$ cat config.mk
export PLATFORM = sky130hd
export DESIGN_NAME = board_state_writer
export DESIGN_NICKNAME = d
export VERILOG_FILES = /design/src/rtl/board_state_writer_pkg.sv /design/src/rtl/board_state_writer_line_win_detect.sv /design/src/rtl/board_state_writer.sv
export SDC_FILE = /design/constraint.sdc
export NUM_CORES = 1
export LEC_CHECK = 0
export BUFFER_PORTS_ARGS = -buffer_cell sky130_fd_sc_hd__buf_4
export CORE_UTILIZATION = 45
export CTS_BUF_LIST = sky130_fd_sc_hd__clkbuf_16
export CTS_CLUSTER_SIZE = 20
export DETAILED_ROUTE_END_ITERATION = 12
export PLACE_DENSITY = 0.64
export SYNTH_ARGS = -nofsm -noshare
export SYNTH_HDL_FRONTEND = slang
export SYNTH_HIERARCHICAL = 1
export SYNTH_SLANG_ARGS = --single-unit
$ cat constraint.sdc
create_clock -name clk -period 2.79 [get_ports clk]
set_input_delay 0 -clock clk [delete_from_list [all_inputs] [get_ports clk]]
set_output_delay 0 -clock clk [all_outputs]
set_load 0.005 [all_outputs]
$ cat src/rtl/board_state_writer_pkg.sv
// Shared definitions for the tic-tac-toe board writer and its helpers.
// Cell/winner encodings, FSM states and board size.
package board_state_writer_pkg;

  localparam int BOARD_CELLS = 9;

  localparam logic [1:0] CELL_EMPTY = 2'b00;
  localparam logic [1:0] CELL_X     = 2'b01;
  localparam logic [1:0] CELL_O     = 2'b10;

  localparam logic [1:0] WIN_NONE = 2'b00;
  localparam logic [1:0] WIN_X    = 2'b01;
  localparam logic [1:0] WIN_O    = 2'b10;
  localparam logic [1:0] WIN_DRAW = 2'b11;

  typedef enum logic [1:0] {WAIT, CHECK, DONE} state_t;

  // Mark written by the player whose turn it is (0 = human/X, 1 = AI/O).
  function automatic logic [1:0] mark_of(input logic turn);
    return turn ? CELL_O : CELL_X;
  endfunction

endpackage

$ cat src/rtl/board_state_writer_line_win_detect.sv
// Combinational three-in-a-row detector over an 18-bit packed board.
// Reports whether any row, column or diagonal is filled entirely with mark.
module line_win_detect
  import board_state_writer_pkg::*;
(
  input  logic [17:0] board,
  input  logic [1:0]  mark,
  output logic        win
);

  // Each 12-bit entry holds the three cell indices of one line.
  localparam logic [95:0] LINE_CELLS = {
    4'd2, 4'd4, 4'd6,
    4'd0, 4'd4, 4'd8,
    4'd2, 4'd5, 4'd8,
    4'd1, 4'd4, 4'd7,
    4'd0, 4'd3, 4'd6,
    4'd6, 4'd7, 4'd8,
    4'd3, 4'd4, 4'd5,
    4'd0, 4'd1, 4'd2
  };

  logic [7:0] line_hit;

  generate
    for (genvar gi = 0; gi < 8; gi++) begin : g_line
      localparam int CA = int'(LINE_CELLS[gi*12 +: 4]);
      localparam int CB = int'(LINE_CELLS[gi*12 + 4 +: 4]);
      localparam int CC = int'(LINE_CELLS[gi*12 + 8 +: 4]);
      assign line_hit[gi] = (board[2*CA +: 2] == mark) &&
                            (board[2*CB +: 2] == mark) &&
                            (board[2*CC +: 2] == mark);
    end
  endgenerate

  // An empty mark would otherwise "win" on any blank line.
  assign win = (|line_hit) && (mark != CELL_EMPTY);

endmodule

$ cat src/rtl/board_state_writer.sv
// Tic-tac-toe board owner: accepts checked moves, alternates turns and
// latches the win/draw result until a new game is requested.
module board_state_writer
  import board_state_writer_pkg::*;
#(
  parameter bit FIRST_PLAYER = 1'b0
) (
  input  logic       clk,
  input  logic       reset,
  input  logic       new_game,
  input  logic [3:0] move_in,
  input  logic       move_valid,
  output logic [5:0] top,
  output logic [5:0] middle,
  output logic [5:0] bottom,
  output logic       turn,
  output logic       move_ack,
  output logic       move_reject,
  output logic [3:0] move_count,
  output logic [1:0] winner,
  output logic       game_over
);

  state_t      state_reg, state_next;
  logic [17:0] board_reg, board_next;
  logic        turn_reg, turn_next;
  logic [3:0]  count_reg, count_next;
  logic [1:0]  winner_reg, winner_next;
  logic        game_over_reg, game_over_next;
  logic        ack_reg, ack_next;
  logic        reject_reg, reject_next;

  logic [1:0]  cur_mark;
  logic [8:0]  cell_sel;
  logic [8:0]  cell_free;
  logic [17:0] written_board;
  logic        accept;
  logic        line_win;

  assign cur_mark = mark_of(turn_reg);

  // Per-cell decode; an index above 8 selects no cell and is rejected.
  generate
    for (genvar gi = 0; gi < BOARD_CELLS; gi++) begin : g_cell
      assign cell_sel[gi]  = (move_in == 4'(gi));
      assign cell_free[gi] = (board_reg[2*gi +: 2] == CELL_EMPTY);
      assign written_board[2*gi +: 2] = cell_sel[gi] ? cur_mark : board_reg[2*gi +: 2];
    end
  endgenerate

  assign accept = |(cell_sel & cell_free);

  line_win_detect u_line_win_detect (
    .board (board_reg),
    .mark  (cur_mark),
    .win   (line_win)
  );

  always_ff @(posedge clk or negedge reset) begin
    if (!reset) begin
      state_reg     <= WAIT;
      board_reg     <= '0;
      turn_reg      <= FIRST_PLAYER;
      count_reg     <= '0;
      winner_reg    <= WIN_NONE;
      game_over_reg <= 1'b0;
      ack_reg       <= 1'b0;
      reject_reg    <= 1'b0;
    end else begin
      state_reg     <= state_next;
      board_reg     <= board_next;
      turn_reg      <= turn_next;
      count_reg     <= count_next;
      winner_reg    <= winner_next;
      game_over_reg <= game_over_next;
      ack_reg       <= ack_next;
      reject_reg    <= reject_next;
    end
  end

  always_comb begin
    state_next     = state_reg;
    board_next     = board_reg;
    turn_next      = turn_reg;
    count_next     = count_reg;
    winner_next    = winner_reg;
    game_over_next = game_over_reg;
    ack_next       = 1'b0;
    reject_next    = 1'b0;

    if (new_game) begin
      state_next     = WAIT;
      board_next     = '0;
      turn_next      = FIRST_PLAYER;
      count_next     = '0;
      winner_next    = WIN_NONE;
      game_over_next = 1'b0;
    end else begin
      case (state_reg)
        WAIT: begin
          if (move_valid) begin
            if (accept) begin
              board_next = written_board;
              count_next = count_reg + 4'd1;
              ack_next   = 1'b1;
              state_next = CHECK;
            end else begin
              reject_next = 1'b1;
            end
          end
        end
        CHECK: begin
          // The board already holds the mark placed by the current player.
          if (line_win) begin
            winner_next    = cur_mark;
            game_over_next = 1'b1;
            state_next     = DONE;
          end else if (count_reg == 4'(BOARD_CELLS)) begin
            winner_next    = WIN_DRAW;
            game_over_next = 1'b1;
            state_next     = DONE;
          end else begin
            turn_next  = ~turn_reg;
            state_next = WAIT;
          end
        end
        DONE: ;
        default: state_next = WAIT;
      endcase
    end
  end

  assign top         = board_reg[5:0];
  assign middle      = board_reg[11:6];
  assign bottom      = board_reg[17:12];
  assign turn        = turn_reg;
  assign move_ack    = ack_reg;
  assign move_reject = reject_reg;
  assign move_count  = count_reg;
  assign winner      = winner_reg;
  assign game_over   = game_over_reg;

endmodule
# Word level (Yosys, flattened, before mapping)
# Index checks and enable logic that the tools add are counted.
[word_totals] word_cells=146 regBits=30 out_inout_bits=28 in_bits=8
[classes] n_bitwise=2 n_eq_ne=25 mux=44 addsub=1 reduce_logical=58
[op_table] operator="$mux 18" count=4
[op_table] operator="$mux 2" count=19
[op_table] operator="$reduce_and 4->1" count=9
[op_table] operator="$reduce_bool 2->1" count=14
[op_table] operator="$logic_not 2->1" count=10
[op_table] operator="$eq 2x2->1" count=9
[op_table] operator="$logic_and 1x1->1" count=17
[op_table] operator="$eq 4x3->1 const B" count=4
[op_table] operator="$mux 1" count=16
[op_table] operator="$mux 4" count=4
[op_table] operator="$and 9x9->9" count=1
[op_table] operator="$reduce_and 3->1" count=3
[op_table] operator="$reduce_or 9->1" count=1
[op_table] operator="$eq 4x2->1 const B" count=2
[op_table] operator="$eq 4x4->1 const B" count=2
[op_table] operator="$reduce_or 8->1" count=1
[op_table] operator="$ne 2x2->1 const B" count=3
[op_table] operator="$ne 3x3->1 const B" count=2
[op_table] operator="$pmux 2 s3" count=1
[op_table] operator="$add 4x1->4 const B" count=1
[op_table] operator="$eq 4x1->1 const B" count=1
[op_table] operator="$logic_not 4->1" count=1
[op_table] operator="$reduce_bool 3->1" count=1
[op_table] operator="$eq 2x1->1 const B" count=1
[op_table] operator="3 further kinds" count=3

# Logic depth before layout (Yosys ltp)
[logic_depth] ltp_word=9 mapped_depth=11 ltp_nobuf=9

# Modules after synthesis
# The synthesis kept the hierarchy.
[modules_own_cells] module="board_state_writer" area_each_um2=1642.8 seq_area_each_um2=750.7 cells_each=163 instances=1
[modules_own_cells] module="line_win_detect" area_each_um2=384.1 seq_area_each_um2=0.0 cells_each=57 instances=1

# Worst setup path before layout
# OpenSTA, ideal clock, no wires.
[synth_timing] path_kind="reg-to-reg" start="reg turn_reg, in the netlist turn" end="reg turn_reg, in the netlist turn" t_required_ns=2.658 path_slack_ns=0.377 path_stages_with_launch=12 path_buffers=2 synth_period_minus_slack_ns=2.413 setup_ns=0.132 arrival_ns=2.281 path_cell_list="dfrtp_1 -> inv_1 -> clkbuf_1 -> buf_2 -> nor3_1 -> o22ai_2 -> a21oi_1 -> or3_1 -> o21bai_1 -> nor2b_1 -> xnor2_1 -> nor2_1"
[synth_via] elab_chain_len=8 word_cells_on_any_way=36 cone_classes="eq/ne (10); mux (5); bitwise (1); reduce/logical (20)"
[synth_rtl] element="from (decl)" line="board_state_writer.sv:26" rtl="logic turn_reg, turn_next;"
[synth_rtl] element="from (signal assigned)" line="board_state_writer.sv:72" rtl="turn_reg <= turn_next;"
[synth_rtl] element="$mux 2 *" line="board_state_writer_pkg.sv:20" rtl="return turn ? CELL_O : CELL_X;"
[synth_rtl] element="named net cur_mark[0]" line="board_state_writer.sv:33" rtl="logic [1:0] cur_mark;"
[synth_rtl] element="$eq 2x2->1, on equally long branches" line="board_state_writer_line_win_detect.sv:30, board_state_writer_line_win_detect.sv:32, board_state_writer_line_win_detect.sv:31"
[synth_rtl] element="$logic_and 1x1->1" line="board_state_writer_line_win_detect.sv:30" rtl="assign line_hit[gi] = (board[2*CA +: 2] == mark) &&"
[synth_rtl] element="$logic_and 1x1->1" line="board_state_writer_line_win_detect.sv:31" rtl="(board[2*CB +: 2] == mark) &&"
[synth_rtl] element="$reduce_or 8->1" line="board_state_writer_line_win_detect.sv:37" rtl="assign win = (|line_hit) && (mark != CELL_EMPTY);"
[synth_rtl] element="$logic_and 1x1->1 *" line="board_state_writer_line_win_detect.sv:37"
[synth_rtl] element="named net line_win" line="board_state_writer.sv:38" rtl="logic line_win;"
[synth_rtl] element="$ne 2x2->1 (no line) *"
[synth_rtl] element="$reduce_and 3->1 (no line) *"
# Mark *: on every way through the listed nets, which the timed path passes. The rest lies on a longest branch. The select of a mux whose other input is x is not followed.
# A chain may end at the register's enable or synchronous reset.

# Worst setup path after layout
[layout_timing] start="reg board_reg[9]" end="reg board_reg[11]"
[layout_via] elab_chain_len=5
[layout_rtl] element="from (decl)" line="board_state_writer.sv:25" rtl="logic [17:0] board_reg, board_next;"
[layout_rtl] element="from (signal assigned)" line="board_state_writer.sv:71" rtl="board_reg <= board_next;"
[layout_rtl] element="$logic_not 2->1" line="board_state_writer.sv:46" rtl="assign cell_free[gi] = (board_reg[2*gi +: 2] == CELL_EMPTY);"
[layout_rtl] element="$and 9x9->9" line="board_state_writer.sv:51" rtl="assign accept = |(cell_sel & cell_free);"
[layout_rtl] element="$reduce_or 9->1" line="board_state_writer.sv:51"
[layout_rtl] element="$reduce_bool 2->1 (no line)"
[layout_rtl] element="$reduce_and 4->1 (no line)"
# Every way passes these cells.

==> key figures <==
Flow run
  • Max cap viols: 0

Layout
  • Utilization after layout: 0.555
  • Final nets: 261
  • Area growth, synth to finish: 19.1%
  • Largest register FFs: 18
  • Ratio of cells with drive above 1 in the final layout: 0.254
  • Diodes inserted: 0
  • Final Instance Area: 2410 um2

STA
  • Setup_tns: 0 ps
  • Relative slew slack: 0.498
  • Setup WS post-layout: 468 ps
  • Max-slew violations: 0
  • Final Cycle Share: 0.832
  • Fmax: 431 MHz
  • Minimum clock period: 2320 ps
  • Clk_skew: 6.32 ps
  • RSZ-0062 raised after global routing: no
  • Slew @ Worst Pin: 753 ps
  • Final setup fails: 0
  • Final hold vios: 0

CTS
  • CTS tree: yes
  • Post_cts resized: 0
  • CTS Hold Bufs: 1
  • Post-CTS Setup Bufs: 0
  • CTS clk-pin slew, worst paths: 50 ps
  • Clock Latency Late Sink: 280 ps
  • Inserted Clock Buffers: 5
  • Clock root cell: clkbuf_16
  • CTS Sinks: 30
  • H-tree Lvls: 2
  • Clk buf depth: 2

Critical path
  • Startpoint Class: register
  • Worst setup path category: register to register
  • CP Capture Type: register
  • Worst path bufs/invs: 0
  • FF-to-FF Start: board_reg[9]$_DFFE_PN0P_
  • Slowest stage cell, crit path: a211o_1
  • Internal reg-to-reg setup slack: 470 ps
  • CP peak stage delay: 620 ps
  • Critical path arrival: 2500 ps
  • Critical path peak fanout: 18
  • Crit path launch: board_reg[9]$_DFFE_PN0P_
  • CP required: 2960 ps
  • Critical Path, Cell by Cell: or4_4 > o31ai_4 > a22oi_4 > a211o_1 > o32ai_1
  • Kind of cell adding the most delay to the critical path: compound AO/OA/AOI/OAI gates

Outcome
  • Outcome: complete, no violations

Die
  • I/O pins: 36
  • Initial Util: 0.466
  • Die Area: 4780 um2
  • Rows: 24
  • Chip width: 69.1 um
  • Die H: 69.1 um
  • Core ar.: 4350 um2

Power and ir drop
  • P_leak: 1.05 nW
  • Worst IR Drop VDD: 0.347 mV
  • Power density cells: 477 nW/um2
  • Total Power: 1.15 mW

Global route
  • Total Routing Usage GR: 0.227
  • Vias in the first global route: 1669
  • Largest net degree at the start of global routing: 35
  • Global route overflow: 0
  • First-pass GRT wire length: 8600 um
  • Initial antenna violation count: 0

Logic synthesis
  • Cell Area, Synth: 2030 um2
  • Library cells used by synthesis: 47
  • Most frequently used flop master after synthesis: dfrtp_1
  • Top cells by area, synth: dfrtp_1, nor3_1, o22ai_1
  • Synthesized flop and latch total: 30
  • Most frequent cell after synthesis: dfrtp_1
  • Mapped Cells: 220
  • Syn avg cell area: 9.21 um2
  • Syn nets: 230
  • Post-synth top area share: 0.370
  • Commonest cells post-synth: dfrtp_1, nor3_1, inv_1, o22ai_1
  • Syn. warnings: 6
  • Seq/Total Area, Yosys: 0.370
  • Post-synth EDFFs: 0
  • Post-synth ARST share: 1.00
  • Area leader, netlist: dfrtp_1

Place
  • Setup WS pre-CTS: 488 ps
  • DP HPWL: 3340 um
  • Dpl cell area: 2270 um2
  • I/O Buffers: 35
  • Routability congestion estimate: 0.885

Detailed routing
  • Vias per inst: 5.92
  • DR vias: 1800
  • First-pass iteration count of the detailed router: 4
  • DRC: 0
  • Final wirelength: 4960 um
  • Routed wire per std cell: 16.3 um
  • Antenna-violating nets left: 0
  • Iter 0 DRT Violations: 134

Min path
  • Hold Path Class: input port to register
  • Worst hold path startpoint: move_in[1]
power breakdown:
part	switching [mW]	internal [mW]	total, mW
Combinational	0.100	0.0788	0.179
Clock	0.182	0.321	0.503
Sequential	0.0196	0.451	0.470
layout by cell type (no fill, tap or decap), drive strengths merged, types with 2 or more instances in the layout:
cell,instances
and2b,2
nand2b,11
o21ai,2
or3,5
nand3,7
dfrtp,30
a21oi,5
and4bb,2
o31ai,9
clkbuf,5
nand4,2
a311oi,2
and3,18
inv,16
nor2b,6
or4,2
a22oi,2
o22ai,16
a31oi,11
clkinv,2
nand2,10
nor3,18
nor4b,3
nor2,6
xnor2,4
o211ai,5
ha,2
buf,38
o32ai,3
worst min-delay path: stages:
cell	delay (ps)
buf_4	160
nand4_1	90
o22ai_1	70
per-layer routing:
metal	GRT usage	vias up	part of all wire
li1	-	892	-
met3	0.0526	11	0.052
met5	0	-	0
met1	0.329	844	0.49
met4	0.0930	0	0.023
met2	0.326	53	0.44
area by class of cell:
| cell class | instances | area [um2] |
|---|---|---|
| Clock buffer | 5 | 125 |
| Clock inverter | 3 | 12.5 |
| Sequential cell | 30 | 751 |
| Inverter | 15 | 56.3 |
| Fill cell | 405 | 1940 |
| Tap cell | 52 | 65.1 |
| Multi-Input combinational cell | 160 | 1110 |
| Timing Repair Buffer | 39 | 295 |
path summary, 6_finish.rpt:
kind	endpoint	depth (start not counted)
setup / recovery	board_reg[11]$_DFFE_PN0P_	5
hold / removal	board_reg[7]$_DFFE_PN0P_	3
setup reg to reg	board_reg[11]$_DFFE_PN0P_	5
hold reg to reg	game_over$_DFFE_PN0P_	2
max in group asynchronous	state_reg[0]$_DFFE_PN0P_	2
min in group asynchronous	board_reg[3]$_DFFE_PN0P_	2
stage by stage:
step	hold WS (ps)	cells
2_1_floorplan	-296	220
3_3_place_gp	-47.0	295
3_5_place_dp	-45.3	295
4_1_cts	76.1	304
5_1_grt	120	304
6_report	81.1	304
cell families (layout without fill, tap and decap cells):
family / after synthesis / in the layout / share of synthesized area
AOI/OAI and AO/OA: 58 / 58 / 0.227
xor gates and xnor gates: 4 / 4 / 0.0173
adders and majority gates: 2 / 2 / 0.0123
buffers and inverters: 30 / 62 / 0.0821
DFF: 30 / 30 / 0.370
and+or+nand+nor: 96 / 96 / 0.291
No activity file was read; power rests on OpenSTA's default activity.
